`config.mk`:
```
export PLATFORM = sky130hd
export DESIGN_NAME = sram_like_arbiter_flat
export DESIGN_NICKNAME = d
export VERILOG_FILES = /design/src/rtl/cpu_bus_pkg.sv /design/src/rtl/sram_like_arbiter_if.sv /design/src/rtl/rr_arbiter.sv /design/src/rtl/sram_like_arbiter.sv /design/src/flat_wrapper.sv
export SDC_FILE = /design/constraint.sdc
export NUM_CORES = 1
export LEC_CHECK = 0
export CAP_MARGIN = 20
export CORE_AREA = 4 4 105 107
export CTS_CLUSTER_DIAMETER = 40
export DETAILED_ROUTE_END_ITERATION = 16
export DIE_AREA = 0 0 109 111
export GPL_TIMING_DRIVEN = 0
export PLACE_DENSITY_LB_ADDON = 0.2
export SLEW_MARGIN = 20
export SYNTH_ARGS = -nofsm -noshare
export SYNTH_HDL_FRONTEND = slang
export SYNTH_SLANG_ARGS = --single-unit
```
`constraint.sdc`:
```
create_clock -name clk -period 1.48 [get_ports clk]
set_input_delay 0.296 -clock clk [delete_from_list [all_inputs] [get_ports clk]]
set_output_delay 0.296 -clock clk [all_outputs]
set_load 0.02 [all_outputs]
```
`src/rtl/cpu_bus_pkg.sv`:
```
// ------------------------------------------------------------------
// cpu_bus_pkg : shared channel ids, kseg mapping constants, in-flight entry
// Revision 1.0
// ------------------------------------------------------------------
`default_nettype none

package cpu_bus_pkg;

  localparam int CH_INST = 0;
  localparam int CH_DATA = 1;

  // Ids are sized for the largest supported channel count (8) so that a
  // single-channel build still has a non-zero-width id field.
  localparam int CH_ID_W = 3;

  localparam logic [31:0] KSEG_SEL_MASK = 32'hC000_0000;
  localparam logic [31:0] KSEG_BASE     = 32'h8000_0000;
  localparam logic [31:0] KSEG_MASK     = 32'h1FFF_FFFF;

  typedef logic [CH_ID_W-1:0] ch_id_t;

  typedef struct packed {
    logic   valid;
    ch_id_t ch_id;
  } inflight_t;

  // kseg0 and kseg1 share the 0b10 top bits; both drop to the low 512 MB.
  function automatic logic [31:0] kseg_map(input logic [31:0] addr, input logic en);
    if (en && ((addr & KSEG_SEL_MASK) == KSEG_BASE)) begin
      return addr & KSEG_MASK;
    end
    return addr;
  endfunction

endpackage

`default_nettype wire

```
`src/rtl/sram_like_arbiter_if.sv`:
```
// ------------------------------------------------------------------
// sram_like_arbiter_if : master-channel and memory-port bundle
// Revision 1.0
// ------------------------------------------------------------------
`default_nettype none

interface sram_like_arbiter_if #(
  parameter int NUM_CH = 2
);
  logic [NUM_CH-1:0]    ch_req;
  logic [NUM_CH-1:0]    ch_wr;
  logic [4*NUM_CH-1:0]  ch_wstrb;
  logic [32*NUM_CH-1:0] ch_addr;
  logic [32*NUM_CH-1:0] ch_wdata;
  logic [NUM_CH-1:0]    ch_addr_ok;
  logic [NUM_CH-1:0]    ch_data_ok;
  logic [31:0]          ch_rdata;
  logic                 mem_ready;
  logic                 mem_en;
  logic [3:0]           mem_wen;
  logic [31:0]          mem_addr;
  logic [31:0]          mem_wdata;
  logic [31:0]          mem_rdata;

  modport slave (
    input  ch_req, ch_wr, ch_wstrb, ch_addr, ch_wdata, mem_ready, mem_rdata,
    output ch_addr_ok, ch_data_ok, ch_rdata, mem_en, mem_wen, mem_addr, mem_wdata
  );

  modport master (
    output ch_req, ch_wr, ch_wstrb, ch_addr, ch_wdata, mem_ready, mem_rdata,
    input  ch_addr_ok, ch_data_ok, ch_rdata, mem_en, mem_wen, mem_addr, mem_wdata
  );
endinterface

`default_nettype wire

```
`src/rtl/rr_arbiter.sv`:
```
// ------------------------------------------------------------------
// rr_arbiter : round-robin one-hot grant starting after the last winner
// Revision 1.0
// ------------------------------------------------------------------
`default_nettype none

module rr_arbiter
  import cpu_bus_pkg::*;
#(
  parameter int NUM_CH = 2
) (
  input  wire logic              clk,
  input  wire logic              rst,
  input  wire logic [NUM_CH-1:0] i_req,
  input  wire logic              i_en,
  output logic      [NUM_CH-1:0] o_grant,
  output ch_id_t                 o_grant_id,
  output logic                   o_valid
);

  ch_id_t r_last_grant;
  logic   w_found;

  // Distance d is how far channel i sits after the last winner; lowest wins.
  always_comb begin
    o_grant    = '0;
    o_grant_id = '0;
    w_found    = 1'b0;
    for (int d = 0; d < NUM_CH; d++) begin
      for (int i = 0; i < NUM_CH; i++) begin
        if (i_en && !w_found && i_req[i] &&
            (((i - int'(r_last_grant) - 1 + 2 * NUM_CH) % NUM_CH) == d)) begin
          o_grant[i] = 1'b1;
          o_grant_id = ch_id_t'(i);
          w_found    = 1'b1;
        end
      end
    end
    o_valid = w_found;
  end

  always_ff @(posedge clk) begin
    if (rst) begin
      r_last_grant <= ch_id_t'(NUM_CH - 1);
    end else if (o_valid) begin
      r_last_grant <= o_grant_id;
    end
  end

endmodule

`default_nettype wire

```
`src/rtl/sram_like_arbiter.sv`:
```
// ------------------------------------------------------------------
// sram_like_arbiter : merges NUM_CH sram-like masters onto one fixed-latency port
// Revision 1.0
// ------------------------------------------------------------------
`default_nettype none

module sram_like_arbiter
  import cpu_bus_pkg::*;
#(
  parameter int NUM_CH   = 2,
  parameter int MEM_LAT  = 1,
  parameter int MAP_KSEG = 1
) (
  input wire logic           clk,
  input wire logic           rst,
  sram_like_arbiter_if.slave bus
);

  logic [NUM_CH-1:0] w_grant;
  ch_id_t            w_grant_id;
  logic              w_grant_valid;
  logic              w_arb_en;
  logic [31:0]       w_sel_addr;
  logic [31:0]       w_sel_wdata;
  logic [3:0]        w_sel_wstrb;
  logic              w_sel_wr;
  inflight_t         w_resp;
  logic [NUM_CH-1:0] w_data_ok;
  logic [31:0]       w_rdata;
  inflight_t         r_pipe [MEM_LAT];

  // Gating with rst keeps every output at zero while reset is held.
  assign w_arb_en = bus.mem_ready & ~rst;

  rr_arbiter #(
    .NUM_CH (NUM_CH)
  ) u_rr_arbiter (
    .clk        (clk),
    .rst        (rst),
    .i_req      (bus.ch_req),
    .i_en       (w_arb_en),
    .o_grant    (w_grant),
    .o_grant_id (w_grant_id),
    .o_valid    (w_grant_valid)
  );

  always_comb begin
    w_sel_addr  = '0;
    w_sel_wdata = '0;
    w_sel_wstrb = '0;
    w_sel_wr    = 1'b0;
    for (int i = 0; i < NUM_CH; i++) begin
      if (w_grant[i]) begin
        w_sel_addr  = bus.ch_addr[32*i +: 32];
        w_sel_wdata = bus.ch_wdata[32*i +: 32];
        w_sel_wstrb = bus.ch_wstrb[4*i +: 4];
        w_sel_wr    = bus.ch_wr[i];
      end
    end
  end

  assign bus.ch_addr_ok = w_grant;
  assign bus.mem_en     = w_grant_valid;
  assign bus.mem_wen    = w_sel_wr ? w_sel_wstrb : 4'b0000;
  assign bus.mem_addr   = kseg_map(w_sel_addr, MAP_KSEG != 0);
  assign bus.mem_wdata  = w_sel_wdata;

  // One stage per cycle of memory latency; the last stage lines up with mem_rdata.
  always_ff @(posedge clk) begin
    if (rst) begin
      for (int i = 0; i < MEM_LAT; i++) begin
        r_pipe[i] <= '0;
      end
    end else begin
      r_pipe[0] <= {w_grant_valid, w_grant_id};
      for (int i = 1; i < MEM_LAT; i++) begin
        r_pipe[i] <= r_pipe[i-1];
      end
    end
  end

  assign w_resp = r_pipe[MEM_LAT-1];

  always_comb begin
    w_data_ok = '0;
    w_rdata   = '0;
    for (int i = 0; i < NUM_CH; i++) begin
      if (w_resp.valid && (w_resp.ch_id == ch_id_t'(i))) begin
        w_data_ok[i] = 1'b1;
      end
    end
    if (w_resp.valid) begin
      w_rdata = bus.mem_rdata;
    end
  end

  assign bus.ch_data_ok = w_data_ok;
  assign bus.ch_rdata   = w_rdata;

endmodule

`default_nettype wire
```
`src/flat_wrapper.sv`:
```
// flat-port wrapper written by rule: the top's interface ports become plain ports
module sram_like_arbiter_flat import cpu_bus_pkg::*;
#(
  parameter int NUM_CH   = 2,
  parameter int MEM_LAT  = 1,
  parameter int MAP_KSEG = 1
)
  (clk, rst, bus_ch_req, bus_ch_wr, bus_ch_wstrb, bus_ch_addr, bus_ch_wdata, bus_mem_ready, bus_mem_rdata, bus_ch_addr_ok, bus_ch_data_ok, bus_ch_rdata, bus_mem_en, bus_mem_wen, bus_mem_addr, bus_mem_wdata);
  sram_like_arbiter_if #(.NUM_CH(NUM_CH)) bus_i ();
  input wire logic clk;
  input wire logic rst;
  input wire logic [$bits(bus_i.ch_req)-1:0] bus_ch_req;
  input wire logic [$bits(bus_i.ch_wr)-1:0] bus_ch_wr;
  input wire logic [$bits(bus_i.ch_wstrb)-1:0] bus_ch_wstrb;
  input wire logic [$bits(bus_i.ch_addr)-1:0] bus_ch_addr;
  input wire logic [$bits(bus_i.ch_wdata)-1:0] bus_ch_wdata;
  input wire logic [$bits(bus_i.mem_ready)-1:0] bus_mem_ready;
  input wire logic [$bits(bus_i.mem_rdata)-1:0] bus_mem_rdata;
  output wire logic [$bits(bus_i.ch_addr_ok)-1:0] bus_ch_addr_ok;
  output wire logic [$bits(bus_i.ch_data_ok)-1:0] bus_ch_data_ok;
  output wire logic [$bits(bus_i.ch_rdata)-1:0] bus_ch_rdata;
  output wire logic [$bits(bus_i.mem_en)-1:0] bus_mem_en;
  output wire logic [$bits(bus_i.mem_wen)-1:0] bus_mem_wen;
  output wire logic [$bits(bus_i.mem_addr)-1:0] bus_mem_addr;
  output wire logic [$bits(bus_i.mem_wdata)-1:0] bus_mem_wdata;
  assign bus_i.ch_req = bus_ch_req;
  assign bus_i.ch_wr = bus_ch_wr;
  assign bus_i.ch_wstrb = bus_ch_wstrb;
  assign bus_i.ch_addr = bus_ch_addr;
  assign bus_i.ch_wdata = bus_ch_wdata;
  assign bus_i.mem_ready = bus_mem_ready;
  assign bus_i.mem_rdata = bus_mem_rdata;
  assign bus_ch_addr_ok = bus_i.ch_addr_ok;
  assign bus_ch_data_ok = bus_i.ch_data_ok;
  assign bus_ch_rdata = bus_i.ch_rdata;
  assign bus_mem_en = bus_i.mem_en;
  assign bus_mem_wen = bus_i.mem_wen;
  assign bus_mem_addr = bus_i.mem_addr;
  assign bus_mem_wdata = bus_i.mem_wdata;
  sram_like_arbiter #(.NUM_CH(NUM_CH), .MEM_LAT(MEM_LAT), .MAP_KSEG(MAP_KSEG)) u_core (.clk(clk), .rst(rst), .bus(bus_i));
endmodule
```
==> metrics.md, run 1 <==
| Metric | Value |
|---|---|
| CP Class | `flop to output port` |
| Largest net degree at the start of global routing | `11` |
| Violated checks | `setup timing` |
| Share of cells above drive strength 1 | `0.368` |
| Final setup TNS | `-18.09 ns` |
| Worst rel slew slack | `0.846` |
| Filler cells | `1,018` |
| Design area | `0.00442 sq mm` |
| Initial antenna violation count | `0` |
| Tightest hold margin | `0.325 ns` |
| Post-Synthesis Cells | `146` |
| Max cap viols | `0` |
| Starting Density | `0.117` |
| Syn_area_per_cell | `8.13 sq um` |
| RSZ-0062 raised after global routing | `yes` |
| Via count of the first global-routing pass | `2,390` |
| Synthesized flop and latch total | `3` |
| Critical path's largest stage delay | `0.32 ns` |
| CP cell instances | `nand2b_4 -> and3_4 -> buf_12 -> buf_8 -> a22o_1 -> buf_6` |
| Status | `complete, but fails checks` |
| Fmax achieved | `566 MHz` |
| Clk_lat worst skew | `0.21 ns` |
| Leakage | `1.91 nW` |
| Final setup skew | `0.000559 ns` |
| Num CTS Buffers | `3` |
| Rows | `37` |
| Detail Placement HPWL | `7920 um` |
| WP data arrival | `1.47 ns` |
| Slowest-stage cell, CP | `dfxtp_2` |
| CP Data Required Time | `1.18 ns` |
| Synthesized net count | `321` |
| H-tree levels | `1` |
| CTS max path bufs | `2` |
| Post-synth cell types | `26` |
| Die H | `111 um` |
| Clk slew on worst S/H paths | `0.03 ns` |
| Die W | `109 um` |
| Avg WL per Cell | `16.6 um` |
| Final ANT Viol Nets | `0` |
| Area occupied by multi-input gates | `between 0.001 and 0.0015 sq mm` |
| Final WS setup | `-0.287 ns` |
| Fin. Hold Viols | `0` |
| Root buf cell | `clkbuf_8` |
| Max VDD drop | `0.458 mV` |
| DRT Wirelength | `9520 um` |
| DP Area | `0.00417 sq mm` |
| Via-to-Cell Ratio | `4.06` |
| IO Port Bufs | `279` |
| Total power divided by cell area | `between 300 and 400 mW/mm^2` |
| Area occupied by registers | `~65 sq um` |
| Ys Warns | `0` |
| Placement Setup Slack | `-1.20 ns` |
| Crit start category | `flop` |
| # IOs | `280` |
| Area Growth Syn to Fin | `273%` |
| # clock sinks | `3` |
| Minimum clock period | `approximately 1.8 ns` |
| Antenna Cells | `0` |
| Vias | `2,328` |
| GRT overflow | `0` |
| DIE AREA | `roughly 0.012 sq mm` |
| Endpoints failing setup | `69` |
| Final worst-path cycle share | `1.19` |
| Mapped cell area | `0.00119 sq mm` |
| Hold WC Path Type | `primary input to flop` |
| Drt first pass iters | `4` |
| Largest fanout on the critical path | `10` |
| Critical path endpoint category | `output port` |
| DRT iter0 DRCs | `55` |
| Slew Viols, Final | `0` |
| Final Wtd Congestion | `between 0.8 and 0.9` |
| Global-route wire length before repair | `13,300 um` |
| Core area | `0.0101 sq mm` |
| GRT Resource Usage Total | `0.139` |
| Remaining DRCs | `0` |
| # hold bufs at CTS | `0` |
| Total chip power | `1.45 mW` |
| Worst slew pin tran | `0.230 ns` |
| CTS tree | `done` |
| Nets | `614` |
| Sequential fraction of the synthesis area | `0.0506` |
[critical path: cells and delay by family, from the launching register on]
| family | cells | cell delay [ns] |
|---|---|---|
| compound gates | 1 | 0.21 |
| flops | 1 | 0.32 |
| buf+inv | 3 | 0.41 |
| simple gates | 2 | 0.30 |
[power breakdown]
part	internal [mW]	leakage [nW]	switching, mW
logic	0.722	1.86	0.405
registers	0.0855	0.0250	0.00518
clock network	0.183	0.0228	0.0517
[final cells by class]
cell class,count,share of cell area
inverter,1,0.000848
clock buffer,4,0.0102
timing repair buffer,288,0.643
buffer,18,0.0602
sequential,3,0.0147
tap,136,0.0385
multi-input combinational,124,0.233
[cells by family after synthesis]
logic type	count (synthesis)	share of synthesized area
AO/OA/AOI/OAI	77	0.548
AND/OR/NAND/NOR	47	0.249
buffers and inverters	19	0.153
flip-flops	3	0.0506
[layer usage]
metal  vias to the layer above  GRT usage  part of all wire
li1                       1157          -                 -
met1                      1049      0.146              0.34
met2                       118      0.275              0.55
met3                         4     0.0390              0.10
met4                         0     0.0118            0.0058
met5                         -          0                 0
[cells in the final DEF (no fill, tap or decap), types with 3 or more instances in the layout]
cell type	Yosys	layout
buf_8	1	9
clkdlybuf4s15_2	0	17
buf_2	1	24
and2_1	33	33
a21oi_2	1	3
a22o_1	61	60
clkbuf_8	0	6
buf_6	13	53
clkdlybuf4s50_1	0	170
buf_12	0	3
o21ai_2	0	3
buf_4	0	20
[worst paths after layout]
check | depth (start not counted) | end | from | slack (ns)
worst max-delay path | 6 | bus_mem_addr[4] | u_core.u_rr_arbiter.r_last_grant[0] | -0.29
worst min register to register | 2 | u_core.r_pipe[0][0] | u_core.u_rr_arbiter.r_last_grant[0] | 0.55
worst max register to register | 4 | u_core.u_rr_arbiter.r_last_grant[0] | u_core.u_rr_arbiter.r_last_grant[0] | 0.49
worst min-delay path | 2 | u_core.u_rr_arbiter.r_last_grant[0] | rst | 0.33
[synth_stat cells, drive strengths merged]
library cell / instances / area (sq um)
a22o: 62 / 552
and2: 33 / 206
buf: 15 / 166
a21oi: 6 / 33.8
and3: 3 / 23.8
clkbuf: 3 / 11.3
dfxtp: 3 / 60.1
nand3: 3 / 15.0
nor2b: 3 / 26.3
o21ai: 3 / 15.0
a22oi: 2 / 20.0
nand2: 2 / 7.51
o21a: 2 / 15.0
a31oi: 1 / 6.26
a32oi: 1 / 8.76
inv: 1 / 3.75
nand2b: 1 / 6.26
nor2: 1 / 3.75
or2: 1 / 6.26
[state kept, by name, summed over array words and instances (netlist names)]
signal                            count
u_core.r_pipe                         2
u_core.u_rr_arbiter.r_last_grant      1
[stage by stage]
stage | instances | utilization
after floorplan | 146 | -
after global placement | 561 | 0.412
after detailed placement | 561 | 0.412
after CTS | 571 | 0.416
after global routing | 574 | 0.436
final | 574 | 0.436
[timing repair]
action                                  CTS  global route
hold endpoints to repair                  0             0
pin swaps                                17            21
endpoints found under the setup margin  105            84
buffers inserted                          4             2
gates cloned                              2             1
gates resized for setup                 482            88
(Power assumes the default switching activity.)
==> inputs of run 2 (changes only) <==
Settings changed: GPL_TIMING_DRIVEN 0 to default.
==> metrics.md, run 2 (synthesis results as in run 1) <==
| Metric | Value |
|---|---|
| Most used cell, CP | `buf_6` |
| Detail Placement HPWL | `7540 um (-4.8%)` |
| # IOs | `280 (unchanged)` |
| Reg2reg path depth | `4 (unchanged)` |
| Antenna Cells | `0 (unchanged)` |
| Num CTS Buffers | `3 (unchanged)` |
| DIE AREA | `0.0121 sq mm (unchanged)` |
| IO Port Bufs | `279 (unchanged)` |
| CP Data Required Time | `1.18 ns (about the same)` |
| Die W | `109 um (unchanged)` |
| Flip-flop count of the largest register after layout | `2 (unchanged)` |
| Dpl cells | `559 (-0.36%)` |
| Root buf cell | `clkbuf_8` |
| Core area | `0.0101 sq mm (unchanged)` |
| CP cell instances | `nand2b_4 -> and3_4 -> buf_6 -> buf_6 -> a22oi_2 -> buf_12 -> a21oi_4 -> buf_6` |
| Via count of the first global-routing pass | `2,529 (+5.8%)` |
| Leakage | `2.04 nW (+6.8%)` |
| Crit path launch | `u_core.u_rr_arbiter.r_last_grant[0]` |
| Die H | `111 um (unchanged)` |
| GRT overflow | `0 (unchanged)` |
| Rows | `37 (unchanged)` |
| Final Wtd Congestion | `0.823 (+2.7%)` |
| Largest regs | `u_core.r_pipe (2), u_core.u_rr_arbiter.r_last_grant (1)` |
| Final setup skew | `0.0000992 ns (-0.000459 ns)` |
| WP data arrival | `1.60 ns (+0.13 ns)` |
| Largest net degree at the start of global routing | `35 (+24)` |
| Max cap viols | `0 (unchanged)` |
| Avg WL per Cell | `17.1 um (+3.0%)` |
| Worst slew pin tran | `0.272 ns (+0.0419 ns)` |
| Remaining DRCs | `0 (unchanged)` |
| Nets | `629 (+2.4%)` |
| GRT Resource Usage Total | `0.153 (+0.0138)` |
| CTS max path bufs | `2 (unchanged)` |
| Share of cells above drive strength 1 | `0.377 (+0.00990)` |
| Crit start category | `flop` |
| Total power divided by cell area | `329 mW/mm^2 (+0.15%)` |
| Worst rel slew slack | `0.819 (-0.0274)` |
| CP Class | `flop to output port` |
| Critical path's largest stage delay | `0.32 ns (about the same)` |
| Slowest-stage cell, CP | `dfxtp_2` |
| Leading cell types in the layout, fill and taps excluded | `clkdlybuf4s50_1 (170), buf_6 (76), a22o_1 (61)` |
| Max VDD drop | `0.560 mV (+22%)` |
| Status | `complete, but fails checks` |
| # hold bufs at CTS | `0 (unchanged)` |
| Fmax achieved | `527 MHz (-6.9%)` |
| Final ANT Viol Nets | `0 (unchanged)` |
| Final worst-path cycle share | `1.28 (+0.0880)` |
| Initial antenna violation count | `0 (unchanged)` |
| Most common cell after layout, fill and taps aside | `clkdlybuf4s50_1` |
| Endpoints failing setup | `70 (+1.4%)` |
| DRT Wirelength | `10,100 um (+5.7%)` |
| CTS tree | `done` |
| FF-to-FF Start | `u_core.u_rr_arbiter.r_last_grant[0]` |
| Biggest register | `u_core.r_pipe` |
| Slew Viols, Final | `0 (unchanged)` |
| Vias | `2,417 (+3.8%)` |
| Area Growth Syn to Fin | `299%` |
| RSZ-0062 raised after global routing | `yes` |
| Via-to-Cell Ratio | `4.10 (+1.2%)` |
| Clk_lat worst skew | `0.22 ns (about the same)` |
| Filler cells | `960 (-5.7%)` |
| FF-to-FF setup slack | `0.49 ns (about the same)` |
| Final WS setup | `-0.417 ns (-0.130 ns)` |
| Largest fanout on the critical path | `3 (-7)` |
| Critical Path Sink | `bus_mem_addr[29]` |
| Minimum clock period | `1.90 ns (+0.130 ns)` |
| Clk slew on worst S/H paths | `0.03 ns (about the same)` |
| Fin. Hold Viols | `0 (unchanged)` |
| Violated checks | `setup timing` |
| Critical path endpoint category | `output port` |
| # clock sinks | `3 (unchanged)` |
| Placement Setup Slack | `-1.20 ns (-0.00823 ns)` |
| H-tree levels | `1 (unchanged)` |
| Hold WC Path Type | `primary input to flop` |
| Global-route wire length before repair | `14,500 um (+8.7%)` |
| Drt first pass iters | `4 (unchanged)` |
| RR Endpoint | `u_core.u_rr_arbiter.r_last_grant[0]` |
| Starting Density | `0.117 (unchanged)` |
| DRT iter0 DRCs | `91 (+65%)` |
| Final cell count without fillers | `589 (+2.6%)` |
run 2: cell count changes in the layout (fill, tap and decap cells not counted), sizes merged:
cell / delta
clkbuf: +12
clkdlybuf4s15: -3
buf: +7
dlygate4sd2: -1
run 2: critical path: cells and delay by family, from the launching register on:
kind	cells	cell delay [ns]
buffers and inverters	4	0.51
flip-flops	1	0.32
AND/OR/NAND/NOR	2	0.31
AO/OA/AOI/OAI	2	0.25
run 2: worst min path at each step:
stage / startpoint / end / slack (ns) / cells past startpoint
3_5_place_dp: u_core.u_rr_arbiter.r_last_grant[0] / u_core.r_pipe[0][0] / 0.57 / 2
3_3_place_gp: u_core.u_rr_arbiter.r_last_grant[0] / u_core.r_pipe[0][0] / 0.55 / 2
4_1_cts: rst / u_core.u_rr_arbiter.r_last_grant[0] / 0.31 / 2
5_1_grt: rst / u_core.u_rr_arbiter.r_last_grant[0] / 0.31 / 2
2_1_floorplan: rst / u_core.u_rr_arbiter.r_last_grant[0] / 0.40 / 1
6_report: rst / u_core.u_rr_arbiter.r_last_grant[0] / 0.31 / 2
run 2: final cells by class:
class	count	area, sq um	area share
Clock buffer	4	45.0	0.00952
Timing Repair Buffer	321	3440	0.727
Sequential cell	3	62.6	0.0132
Inverter	1	3.75	0.000793
Tap cell	136	170	0.0360
Multi-Input combinational cell	124	1010	0.213
run 2: power breakdown:
part           leakage (nW)  total (mW)  internal (mW)  switching (mW)
registers            0.0247      0.0906         0.0864         0.00421
clock network        0.0228       0.245          0.184          0.0605
logic                  1.99        1.22          0.794           0.427
total                  2.04        1.56           1.07           0.491
run 2: layer usage:
metal / track usage / routed length (um)
met1: 0.167 / 3590
met3: 0.0443 / 1080
met4: 0.0295 / 184
met2: 0.286 / 5200
met5: 0 / 0
run 2: through the flow:
stage                     setup TNS [ns]   util  hold WS, ns  power [mW]  area [sq um]
after floorplan                  -0.0358      -        0.403       0.438          1210
after global placement            -84.16  0.411        0.551        1.17          4170
after detailed placement          -86.56  0.411        0.565        1.17          4170
after CTS                         -24.80  0.473        0.312        1.57          4790
after global routing              -27.14  0.467        0.314        1.64          4730
final                             -23.63  0.467        0.312        1.56          4730
run 2: what timing repair did:
item                                   in CTS  in global routing
setup buffers                              18                  2
pin swaps                                  16                 29
resized for setup                         552                 29
gates cloned                                6                  2
setup endpoints to repair                 105                 96
endpoints found under the hold margin       0                  0
